[src/rtl/modexp_engine.sv]
// Iterative right-to-left modular exponentiator: result = base^exponent mod modulo.
// Two shift-add interleaved modular multipliers share each exponent-bit step.
module modexp_engine #(
    parameter int WIDTH = 16
) (
    input  logic             clk,
    input  logic             reset,
    input  logic             start,
    input  logic [WIDTH-1:0] base,
    input  logic [WIDTH-1:0] modulo,
    input  logic [WIDTH-1:0] exponent,
    output logic             ready,
    output logic             busy,
    output logic             done,
    output logic             err,
    output logic [WIDTH-1:0] result
);

    localparam int CW = $clog2(WIDTH);

    localparam logic [2:0] S_IDLE = 3'd0;
    localparam logic [2:0] S_SCAN = 3'd1;
    localparam logic [2:0] S_MUL  = 3'd2;
    localparam logic [2:0] S_UPD  = 3'd3;
    localparam logic [2:0] S_DONE = 3'd4;

    logic [2:0]       state;
    logic [WIDTH-1:0] base_reg;
    logic [WIDTH-1:0] mod_reg;
    logic [WIDTH-1:0] exp_reg;
    logic [WIDTH-1:0] res_reg;
    logic             err_reg;
    logic [WIDTH:0]   p_a;
    logic [WIDTH:0]   p_b;
    logic [WIDTH:0]   step_a;
    logic [WIDTH:0]   step_b;
    logic [CW-1:0]    cnt;

    // One MSB-first step; p and b are both below m, so WIDTH+1 bits suffice.
    function automatic logic [WIDTH:0] mm_step(
        input logic [WIDTH:0]   p,
        input logic [WIDTH-1:0] b,
        input logic             bit_i,
        input logic [WIDTH-1:0] m
    );
        logic [WIDTH:0] t;
        logic [WIDTH:0] mm;
        mm = {1'b0, m};
        t  = p << 1;
        if (t >= mm) t = t - mm;
        if (bit_i) t = t + {1'b0, b};
        if (t >= mm) t = t - mm;
        return t;
    endfunction

    assign step_a = mm_step(p_a, base_reg, res_reg[cnt], mod_reg);
    assign step_b = mm_step(p_b, base_reg, base_reg[cnt], mod_reg);

    always_ff @(posedge clk) begin
        if (reset) begin
            state    <= S_IDLE;
            base_reg <= '0;
            mod_reg  <= '0;
            exp_reg  <= '0;
            res_reg  <= '0;
            err_reg  <= 1'b0;
            p_a      <= '0;
            p_b      <= '0;
            cnt      <= '0;
        end else begin
            case (state)
                S_IDLE: begin
                    if (start) begin
                        base_reg <= base;
                        mod_reg  <= modulo;
                        exp_reg  <= exponent;
                        res_reg  <= (modulo == WIDTH'(1)) ? '0 : WIDTH'(1);
                        err_reg  <= 1'b0;
                        state    <= S_SCAN;
                    end
                end
                S_SCAN: begin
                    if (mod_reg == '0 || base_reg >= mod_reg) begin
                        err_reg <= 1'b1;
                        res_reg <= '0;
                        state   <= S_DONE;
                    end else if (exp_reg == '0) begin
                        state <= S_DONE;
                    end else begin
                        p_a   <= '0;
                        p_b   <= '0;
                        cnt   <= CW'(WIDTH - 1);
                        state <= S_MUL;
                    end
                end
                S_MUL: begin
                    p_a <= step_a;
                    p_b <= step_b;
                    if (cnt == '0) state <= S_UPD;
                    else cnt <= cnt - 1'b1;
                end
                S_UPD: begin
                    if (exp_reg[0]) res_reg <= p_a[WIDTH-1:0];
                    base_reg <= p_b[WIDTH-1:0];
                    exp_reg  <= exp_reg >> 1;
                    state    <= S_SCAN;
                end
                S_DONE:  state <= S_IDLE;
                default: state <= S_IDLE;
            endcase
        end
    end

    assign ready  = (state == S_IDLE);
    assign busy   = (state != S_IDLE);
    assign done   = (state == S_DONE);
    assign err    = err_reg;
    assign result = res_reg;

endmodule
[config.mk]
export PLATFORM = sky130hd
export DESIGN_NAME = modexp_engine
export DESIGN_NICKNAME = d
export VERILOG_FILES = /design/src/rtl/modexp_engine.sv
export SDC_FILE = /design/constraint.sdc
export NUM_CORES = 1
export LEC_CHECK = 0
export ABC_AREA = 0
export CAP_MARGIN = 20
export CORE_ASPECT_RATIO = 0.7
export CORE_MARGIN = 3
export CORE_UTILIZATION = 65
export CTS_BUF_LIST = sky130_fd_sc_hd__clkbuf_16
export CTS_CLUSTER_DIAMETER = 100
export CTS_CLUSTER_SIZE = 25
export DETAILED_ROUTE_END_ITERATION = 10
export GPL_TIMING_DRIVEN = 0
export PLACE_DENSITY = 0.87
export SYNTH_ARGS = -nofsm -noshare
export SYNTH_HDL_FRONTEND = slang
export SYNTH_SLANG_ARGS = --single-unit
[constraint.sdc]
create_clock -name clk -period 18.6 [get_ports clk]
set_input_delay 1.86 -clock clk [delete_from_list [all_inputs] [get_ports clk]]
set_output_delay 1.86 -clock clk [all_outputs]
set_load 0.02 [all_outputs]
==> qor.csv <==
metric,value,unit
status,"complete, no violations",
Die Span X,157.4,um
Synth top area share,0.1996,
total wire length,35.50,mm
Finish-stage setup viols,0,
Crit path required time,18.86,ns
synth warn,0,
drt drc,0,
DRT antenna net count,0,
ant diodes,0,
top-level I/O count,71,
CP Capture Type,flop,
met3 Track Usage GR,0.1457,
Max clock buf depth,2,
met1 Usage GRT,0.6044,
clk_lat worst skew,0.38,ns
Iteration-0 DRC Markers,1481,
actual slew at the worst max-slew pin,1.074,ns
vias per cell,6.851,
CTS tree,done,
Avg WL per Cell,22.10,um
top_reg_cell synth,dfxtp_1,
Rel. slew slack,0.2746,
RSZ-0062 raised after global routing,false,
Worst Skew,0.01912,ns
drt pass-1 iters,7,
Filler Cells Inserted,1213,
Yosys top cell by area,dfxtp_1,
worst path bufs/invs,4,
Core Region,15600,sq um
CTS clock-pin slew for the worst setup and hold paths,0.08,ns
Die ar.,17620,sq um
Setup TNS,0,ns
H-Tree Depth,3,
main area contributors after synthesis,"dfxtp_1 (20%), ha_1 (14%), nand2_1 (6.4%)",
vias after detailed routing,11000,
most common cell in the synthesized netlist,nand2_1,
Tcrit/Tclk final,0.4170,
crit start category,flop,
hold_buf cts,0,
Max Clk Rate,128.9,MHz
Nets,1571,
Root Driver,clkbuf_16,
Post-synth top cells,"nand2_1 (178), ha_1 (113), dfxtp_1 (104), nor2_1 (100), a21oi_1 (95)",
Synth-to-Final Area Change,12.11,%
GRT overflow,0,
Post-synth EDFFs,0,
Initial Util,0.6687,
Slowest cell on crit path,dfxtp_1,
CP Max Fanout,10,
Yosys reg bits,104,
post-CTS setup buffer count,0,
Tightest Hold Check Type,reg -> reg,
FP Rows,38,
syn nets,1490,
post-CTS sizing,0,
die height,112.0,um
most used routing layer,met1,
cell family with most CP delay,compound AO/OA/AOI/OAI gates,
proportion of layout cells with a drive suffix above 1,0.06686,
vias in the first global route,9974,
placer's final routability congestion estimate,1.008,
Synth cell types,92,
"Largest stage delay, worst path",0.59,ns
initial antenna violation count,0,
hpwl dp,27.78,mm
post-synthesis sequential area ratio,0.1996,
global-route wire length before repair,55.35,mm
mean post-synth cell area,7.901,sq um
GR Util met2,0.5349,
Setup CP Type,reg -> reg,
clock tree sinks,104,
Pins Over Slew Limit,0,
Post-synth ARST share,0,
Num CTS Buffers,9,
Critical Path AT,8.02,ns
Fin. Hold Viols,0,
GRT Total Usage,0.4020,
IO buf count,70,
cells after synthesis,1320,
min Tclk post-route,7.755,ns
mapped cell area,10430,sq um
max capacitance violation total,0,
largest net degree at the start of global routing,22,
[cells in the final DEF (no fill, tap or decap), drive strengths merged, types with 7 or more instances in the layout]
master	Yosys	final
nor4	16	16
a221o	17	17
nor3	31	31
a21o	27	27
buf	10	10
o31ai	7	7
inv	51	54
a21oi	98	98
mux2i	13	13
mux2	25	25
xor2	23	23
o21a	12	12
ha	113	113
and3	17	17
a211oi	17	17
clkbuf	47	56
nor2	104	104
o21ai	72	72
and2	10	10
nand4	26	26
xnor2	55	55
a22oi	8	8
nand2b	13	13
dfxtp	104	104
nand3	36	36
nor2b	19	19
o211ai	11	11
a311oi	33	33
clkdlybuf4s50	0	70
mux4	8	8
nand2	178	178
[final timing paths]
| kind | startpoint | end | slack [ns] | cells past startpoint |
|---|---|---|---|---|
| worst min register to register | result[9] | result[9] | 0.47 | 2 |
| worst min-delay path | result[9] | result[9] | 0.47 | 2 |
| worst max-delay path | mod_reg[1] | p_b[12] | 10.84 | 30 |
| worst max register to register | mod_reg[1] | p_b[12] | 10.84 | 30 |
[final cells by class]
type                            count  area [sq um]  share of cell area
Sequential cell                   104          2082              0.1781
Tap cell                          200         250.2             0.02140
Inverter                           51         191.4             0.01637
Clock buffer                        9         225.2             0.01926
Timing Repair Buffer               70         700.7             0.05993
Multi-Input combinational cell   1108          7916              0.6771
Buffer                             57         244.0             0.02087
Clock inverter                      7         81.33            0.006956
[tightest hold or removal path, cell delays in order (launching register included)]
cell and delay (ns):
dfxtp_1 0.33, nand2_1 0.06, a21oi_1 0.05
[stage by stage]
stage / util / setup WS [ns] / std cells / instance area (sq um) / hold slack, ns
4_1_cts: 0.7497 / 11.14 / 1606 / 11690 / 0.4754
3_5_place_dp: 0.7300 / 11.21 / 1590 / 11380 / 0.4641
3_3_place_gp: 0.7297 / 11.23 / 1590 / 11380 / 0.4554
2_1_floorplan: - / 12.46 / 1320 / 10430 / 0.4490
6_report: 0.7497 / 10.84 / 1606 / 11690 / 0.4726
5_1_grt: 0.7497 / 10.52 / 1606 / 11690 / 0.4979
[kinds of logic (layout without fill, tap and decap cells)]
logic type	Yosys count	in the layout	share of synthesized area
AO/OA/AOI/OAI	380	380	0.2621
XOR/XNOR	78	78	0.06767
adder cells (fa/ha/maj)	119	119	0.1471
buffers and inverters	108	194	0.04175
flip-flops	104	104	0.1996
multiplexers	46	46	0.05711
AND/OR/NAND/NOR	485	485	0.2246
[per-layer routing]
metal | vias to the layer above | routed length, um
li1 | 5093 | -
met1 | 5071 | 15110
met2 | 753 | 13480
met3 | 86 | 5901
met4 | 0 | 1011
met5 | - | 0
Power is left out: the tool's default activity adds up to more than one toggle a clock period on the data nets, which glitch-free logic cannot reach.
